--- src/rtl/pu_riscv_ex_sched.sv ---
// Execute-stage scheduler: shares the EX slot between the single-cycle ALU,
// a fixed-latency multiplier and a variable-latency divider, freezes ID/ALU
// while a long-latency op is outstanding, and merges results into one
// writeback stream with bubble marking.
module pu_riscv_ex_sched #(
  parameter int XLEN    = 64,
  parameter int ILEN    = 64,
  parameter int MUL_LAT = 3
) (
  input  logic            clk,
  input  logic            rstn,
  input  logic            id_bubble,
  input  logic [ILEN-1:0] id_instr,
  input  logic            ex_flush,
  input  logic            wb_stall,
  input  logic            alu_bubble,
  input  logic [XLEN-1:0] alu_r,
  output logic            mul_start,
  output logic [2:0]      mul_op,
  input  logic [XLEN-1:0] mul_r,
  input  logic            div_ready,
  output logic            div_start,
  output logic [2:0]      div_op,
  input  logic            div_done,
  input  logic [XLEN-1:0] div_r,
  output logic            div_kill,
  output logic            ex_stall,
  output logic            ex_bubble,
  output logic [XLEN-1:0] ex_r
);

  typedef enum logic [2:0] {IDLE, MUL_WAIT, DIV_PEND, DIV_WAIT, DONE} state_t;

  localparam logic [2:0] CNT_INIT = 3'(MUL_LAT - 1);

  state_t          state;
  logic [2:0]      cnt;
  logic [XLEN-1:0] res_q;

  // Class decode of the ID-stage instruction
  logic [4:0] opc;
  logic [6:0] func7;
  logic [2:0] func3;
  logic       word, is_md, is_mul, is_div;

  assign opc    = id_instr[6:2];
  assign func7  = id_instr[31:25];
  assign func3  = id_instr[14:12];
  assign word   = (opc == 5'b01110);
  assign is_md  = ~id_bubble && (opc == 5'b01100 || opc == 5'b01110) && (func7 == 7'b0000001);
  assign is_mul = is_md & ~func3[2];
  assign is_div = is_md &  func3[2];
  assign mul_op = {word, func3[1:0]};
  assign div_op = {word, func3[1:0]};

  // Register/operand fields are consumed by the units directly, not here
  logic unused_instr;
  assign unused_instr = ^{id_instr[ILEN-1:32], id_instr[24:15], id_instr[11:7], id_instr[1:0]};

  // Output path, stall and launch pulses: combinational from state and inputs
  always_comb begin
    mul_start = 1'b0;
    div_start = 1'b0;
    div_kill  = 1'b0;
    ex_r      = alu_r;
    ex_bubble = alu_bubble;
    ex_stall  = wb_stall;
    case (state)
      IDLE: begin
        // Hold ID while a long op waits for writeback to free up
        if (is_mul | is_div) begin
          ex_stall  = 1'b1;
          mul_start = is_mul & ~wb_stall;
        end
      end
      MUL_WAIT, DIV_WAIT: begin
        ex_bubble = 1'b1;
        ex_stall  = 1'b1;
      end
      DIV_PEND: begin
        ex_bubble = 1'b1;
        ex_stall  = 1'b1;
        div_start = div_ready;
      end
      DONE: begin
        ex_r      = res_q;
        ex_bubble = 1'b0;
      end
      default: ;
    endcase
    if (ex_flush) begin
      ex_bubble = 1'b1;
      mul_start = 1'b0;
      div_start = 1'b0;
      div_kill  = (state == DIV_WAIT);
    end
  end

  // Scheduler state, multiplier countdown and captured long-op result
  always_ff @(posedge clk or negedge rstn) begin
    if (!rstn) begin
      state <= IDLE;
      cnt   <= '0;
      res_q <= '0;
    end else if (ex_flush) begin
      // Flush wins over issue, capture and completion; in-flight mul is dropped
      state <= IDLE;
      cnt   <= '0;
      res_q <= '0;
    end else begin
      case (state)
        IDLE: begin
          if (is_mul & ~wb_stall) begin
            state <= MUL_WAIT;
            cnt   <= CNT_INIT;
          end else if (is_div & ~wb_stall) begin
            state <= DIV_PEND;
          end
        end
        MUL_WAIT: begin
          if (cnt == 3'd0) begin
            res_q <= mul_r;
            state <= DONE;
          end else begin
            cnt <= cnt - 3'd1;
          end
        end
        DIV_PEND: if (div_ready) state <= DIV_WAIT;
        DIV_WAIT: begin
          if (div_done) begin
            res_q <= div_r;
            state <= DONE;
          end
        end
        DONE:     if (!wb_stall) state <= IDLE;
        default:  state <= IDLE;
      endcase
    end
  end

endmodule
--- config.mk ---
export PLATFORM = sky130hd
export DESIGN_NAME = pu_riscv_ex_sched
export DESIGN_NICKNAME = d
export VERILOG_FILES = /design/src/rtl/pu_riscv_ex_sched.sv
export SDC_FILE = /design/constraint.sdc
export NUM_CORES = 1
export LEC_CHECK = 0
export ABC_AREA = 1
export CELL_PAD_IN_SITES_DETAIL_PLACEMENT = 0
export CELL_PAD_IN_SITES_GLOBAL_PLACEMENT = 1
export CORE_ASPECT_RATIO = 1.1
export CORE_MARGIN = 3
export CORE_UTILIZATION = 25
export DETAILED_ROUTE_END_ITERATION = 8
export PLACE_DENSITY = 0.95
export SLEW_MARGIN = 20
export SYNTH_ARGS = -nofsm -noshare
export SYNTH_HDL_FRONTEND = slang
export SYNTH_SLANG_ARGS = --single-unit
--- constraint.sdc ---
create_clock -name clk -period 4.15 [get_ports clk]
set_input_delay 1.245 -clock clk [delete_from_list [all_inputs] [get_ports clk]]
set_output_delay 1.245 -clock clk [all_outputs]
set_load 0.005 [all_outputs]
==> out/results.ini, run 1 <==
[critical_path]
max_stage_delay_ps = 500
r2r_setup_slack_ps = 1620
r2r_cells = 9
cp-start-kind = input pin
critPathCaptureType = primary output
cp.arrival_ps = 2750
critPathMaxFanout = 3
crit_type = input pin to primary output
r2r_start = state[1]$_DFFE_PN0P_
crit_path_cell_trace = clkdlybuf4s50_1, inv_1, nor2_1, nand2_1, nor2_1, nand4_1, inv_1, clkdlybuf4s50_1
rr_endpoint = res_q[14]$_DFFE_PN0P_
cp.required_ps = 2900
slowest_stage = clkdlybuf4s50_1

[sta]
slew_headroom_pct = 36.6
setup_violations = 0
fmax_mhz = 250
rsz0062_at_grt = no
finalSetupTns_ps = 0
slew_viol_final = 0
timing.final.ws_setup_ps = 154
fin_crit_sh_pct = 96.3
finClkSkew_ps = 8.17
hold_slack_ps = 479
final_hold_viol_count = 0
period_needed_ps = 4000
tightest_slew_ps = 949

[pwr]
irDropWorstVdd_v = 0.000236
seqPwrFrac_pct = 29.5
p_per_area_nw_per_um2 = 393
p_sw_mw = 1.16
power_frac_clock_pct = 24.9
p_leak_nw = 3.69
p_int_mw = 1.99
combPwrFrac_pct = 45.7
sw_frac_of_total_pct = 36.9

[clock_tree]
cts-htree-levels = 3
clkTransAtPathRegs_ps = 50
cts_buffers = 9
clock_sinks = 70
ctsHoldBuffers = 0
cts_resized = 0
clockBufferDepth = 2
root_buffer = clkbuf_16
post_cts_buffers = 0
cts_tree = yes
clock_latency_ps = 330

[synth]
synth_seq_area_share_pct = 36.5
synth_adder_area_share_pct = 0.521
syn_area_um2 = 4800
ys_top_cells_by_count = 314 x nand2_1, 70 x dfrtp_1, 55 x inv_1
synth_edf_count = 0
ys_async_sr_fraction_pct = 100
synth_xor_area_share_pct = 0
synth.avg_cell_area_um2 = 6.84
synth-compound-area-share_pct = 18.7
synthCells = 702
netlist.area_leader.share_pct = 36.5
ys_warn_count = 0
syn-num-nets = 968
ys.flop_type = dfrtp_1
ys_seq_elements = 70
synth_area_leaders = dfrtp_1 36%, nand2_1 25%, o2111ai_1 5.7%, o21ai_2 5.5%, inv_1 4.3%
synth_top_family_by_area = simple AND/OR/NAND/NOR gates
yosysMostFrequentCell = nand2_1
yosysTopAreaCell = dfrtp_1
synthMuxAreaShare_pct = 0
ys_types = 24
synth_simple_gate_area_share_pct = 32.7

[grt]
antenna_found_initial = 1
grtUsageTotal_pct = 16.8
grt.overflow.total = 0
grt_max_degree = 71
grt_pass1_vias = 5493
grt_pass1_wl_mm = 28.4

[layout]
areaGrowthSynthToFinish_pct = 66.9
nets = 1221
ff_latch_area_um2 = 1750
utilization_pct = 43.1
multiInputGateArea_um2 = 2500
num-fill-cells = 1937
final_cells = 1204
drive_above_1_share_pct = 10.0

[floorplan]
die_h_um = 151
die_w_um = 138
core_um2 = 18600
initial_core_util_pct = 25.8
ioPinCount = 339
std_cell_rows = 52
dieArea_um2 = 20900

[placed_design]
gp_congestion = 0.853
numPortBuffers = 283
hpwlAfterDp_mm = 12.9
dp.cells = 1187
place_ws_ps = 139

[routing]
drtAntennaViolNets = 0
dr.pass1.iters = 6
wirelength_mm = 17.9
vias = 5494
drtIter0Drc = 183
detail_route.wl_per_cell_um = 14.9
viasPerCell = 4.56
drc = 0

[worst_hold_path]
min-delay-path-class = flip-flop to flip-flop
min_from = res_q[22]$_DFFE_PN0P_
whs_endpoint = res_q[22]$_DFFE_PN0P_
hold_path_depth = 2

[job]
drv_cap = 0

[status]
status = completed

==> metal layers <==
metal	routed length (µm)	global-route usage (%)	vias to the layer above
met5	0	0	-
met4	385	5.98	0
met3	1180	3.79	23
met2	8860	29.9	197
met1	7490	20.1	2529
li1	-	-	2745
==> stage by stage <==
step / area [µm²] / power (mW)
finish: 8010 / 3.15
global route: 8010 / 3.41
CTS: 8010 / 3.21
detailed placement: 7710 / 2.40
global placement: 7710 / 2.37
floorplan: 4800 / 1.78
==> how the worst max path moves through the flow <==
stage | cells after the start | endpoint | start
finish | 8 | mul_start | id_instr[4]
global route | 8 | mul_start | id_instr[4]
CTS | 8 | mul_start | id_instr[4]
detailed placement | 8 | mul_start | id_instr[4]
global placement | 8 | mul_start | id_instr[5]
floorplan | 4 | ex_bubble | ex_flush
==> critical path: cells and delay by family <==
kind / cells / cell delay, ps
and+or+nand+nor: 4 / 430
buffers and inverters: 4 / 1080
==> power by group through the flow <==
stage | combinational, mW | clock (mW) | sequential [mW]
global placement | 1.44 | 0 | 0.932
CTS | 1.47 | 0.820 | 0.927
detailed placement | 1.46 | 0 | 0.938
global route | 1.61 | 0.843 | 0.948
finish | 1.44 | 0.784 | 0.928
floorplan | 0.863 | 0 | 0.917
==> layout by cell type, fill, tap and decap left out, types with 3 or more instances in the layout <==
cell type        netlist  layout
a21oi_1               34      34
buf_4                  8      13
clkbuf_16              0       9
clkdlybuf4s50_1        0     281
clkinv_2               0       3
dfrtp_1               70      70
inv_1                 55      54
inv_2                  3       4
nand2_1              314     314
nand3_1               13      13
nor2_1                17      17
nor2_4                 2       3
o2111ai_1             31      31
o21ai_0               39      39
o21ai_2               30      30
or2_1                  6       6
or2_2                 25      25
==> sequential cells by signal (all words and copies together) (netlist names) <==
name	count
res_q	64
state	3
cnt	3
==> layout make-up <==
class	count	share of cell area, %
timing repair buffer	296	36.6
clock inverter	4	0.562
tap	243	3.79
multi-input combinational	520	31.2
clock buffer	12	3.20
sequential	70	21.9
antenna	1	0.0312
inverter	58	2.72
==> cells by family after synthesis <==
| family | after synthesis |
|---|---|
| DFF | 70 |
| and+or+nand+nor | 384 |
| adders and majority gates | 2 |
| AOI/OAI and AO/OA | 134 |
| buffers and inverters | 112 |
Note: power is estimated with default switching activity, not from simulation.
==> run 2, diff against run 1 <==
- CORE_AREA: unset -> 3 3 132 134
- CORE_ASPECT_RATIO: 1.1 -> unset
- CORE_MARGIN: 3 -> unset
- CORE_UTILIZATION: 25 -> unset
- DIE_AREA: unset -> 0 0 135 137
- DONT_BUFFER_PORTS: unset -> 1
- GPL_TIMING_DRIVEN: unset -> 0
- PLACE_DENSITY: 0.95 -> 0.71
==> run 2 against run 1 <==
Clock power rose by 6.4%; sequential share of layout area up 11 points; register-to-register slack improved by 740 ps; routed wire length decreased by 2.9%; setup slack improved by 460 ps; combinational power shrank 20%; final cell count fell by 22%; flip-flop and latch count unchanged; via count decreased by 18%; critical endpoint is now ex_r[32]; largest power group unchanged.
==> out/results.ini, run 2 (same netlist as run 1, synthesis figures left out) <==
[grt]
met2_usage_pct = 31.9
grtUsageTotal_pct = 18.0
grt.met3_usage_pct = 4.60
antenna_found_initial = 1
grt_pass1_vias = 4364
grt.overflow.total = 0
grtUsageMet1_pct = 21.6
grt_pass1_wl_mm = 25.0
grt_max_degree = 71
grt_busiest_layer = met2

[pwr]
irDropWorstVdd_v = 0.000174
p_per_area_nw_per_um2 = 538
p_leak_nw = 2.71

[layout]
layout_commonest_cell = nand2_1
largest_register_ffs = 64
areaGrowthSynthToFinish_pct = 12.4
num-fill-cells = 1816
final_cell_mix = 314 x nand2_1, 70 x dfrtp_1, 55 x inv_1
nets = 979
largest-register = res_q
largestRegisters = res_q: 64 flops, cnt: 3 flops, state: 3 flops
drive_above_1_share_pct = 15.9

[placed_design]
numPortBuffers = 0
hpwlAfterDp_mm = 13.4
gp_congestion = 0.799

[clock_tree]
clock_latency_ps = 330
ctsHoldBuffers = 0
root_buffer = clkbuf_16
cts-htree-levels = 3
cts_resized = 0
post_cts_buffers = 0
clockBufferDepth = 2
cts_buffers = 9
clkTransAtPathRegs_ps = 60
cts_tree = yes
clock_sinks = 70

[sta]
setup_violations = 0
slew_headroom_pct = 46.6
slew_viol_final = 0
tightest_slew_ps = 801
hold_slack_ps = 477
fin_crit_sh_pct = 85.3
period_needed_ps = 3540
finalSetupTns_ps = 0
rsz0062_at_grt = no
fmax_mhz = 282
final_hold_viol_count = 0
finClkSkew_ps = 5.91

[routing]
vias = 4498
viasPerCell = 4.79
drtIter0Drc = 187
drtAntennaViolNets = 0
detail_route.wl_per_cell_um = 18.5
drc = 0
wirelength_mm = 17.4
dr.pass1.iters = 4

[status]
status = completed

[critical_path]
cp.arrival_ps = 2300
crit_type = flip-flop to primary output
r2r_setup_slack_ps = 2360
cp-start-kind = flip-flop
r2r_cells = 11
critPathCaptureType = primary output
r2r_start = cnt[0]$_DFFE_PN0P_
rr_endpoint = res_q[58]$_DFFE_PN0P_
cp.required_ps = 2900
critPathMaxFanout = 10

[job]
drv_cap = 0

[worst_hold_path]
hold_path_depth = 2
min-delay-path-class = flip-flop to flip-flop
whs_endpoint = res_q[4]$_DFFE_PN0P_
min_from = res_q[4]$_DFFE_PN0P_

[floorplan]
die_h_um = 137
ioPinCount = 339
core_um2 = 16400
die_w_um = 135
dieArea_um2 = 18500
initial_core_util_pct = 29.3
std_cell_rows = 47

==> run 2: power by group <==
group	switching, mW	internal [mW]
Sequential	0.0748	0.850
Combinational	0.777	0.370
Clock	0.293	0.541
==> run 2: worst max-delay path by stage <==
stage	start	end	cells past startpoint
after floorplan	ex_flush	ex_bubble	4
after global placement	ex_flush	ex_bubble	4
after detailed placement	ex_flush	ex_bubble	4
after CTS	state[1]$_DFFE_PN0P_	ex_r[32]	6
after global routing	state[1]$_DFFE_PN0P_	ex_r[32]	6
final	state[1]$_DFFE_PN0P_	ex_r[32]	6
==> run 2: final cells by class <==
cell class                 instances  area (µm²)  share of cell area [%]
clock buffer                      12         246                    4.57
inverter                          58         218                    4.03
multi-input combinational        520        2500                    46.3
sequential                        70        1750                    32.5
antenna                            1        2.50                  0.0464
tap                              220         275                    5.10
clock inverter                     4        70.1                    1.30
buffer                            54         337                    6.24
==> run 2: stage by stage <==
step	std cells	utilization, %	area [µm²]	setup slack, ps	power [mW]
after floorplan	702	-	4800	1060	1.78
after global placement	922	30.9	5080	660	2.09
after detailed placement	922	30.9	5080	678	2.10
after CTS	938	32.9	5390	528	2.96
after global routing	939	32.9	5400	350	3.14
final	939	32.9	5400	610	2.91
==> run 2: worst max-delay path: stages, from the launching register on <==
cell	delay, ps
dfrtp_1	430
nor2_1	170
inv_1	90
nor2_2	290
inv_2	160
clkbuf_1	350
o21ai_0	470
==> run 2: per-layer routing <==
| layer | wire length, µm | up-vias |
|---|---|---|
| met5 | 0 | - |
| met1 | 7120 | 2015 |
| met2 | 8610 | 205 |
| met3 | 1450 | 14 |
| met4 | 211 | 0 |
| li1 | - | 2264 |
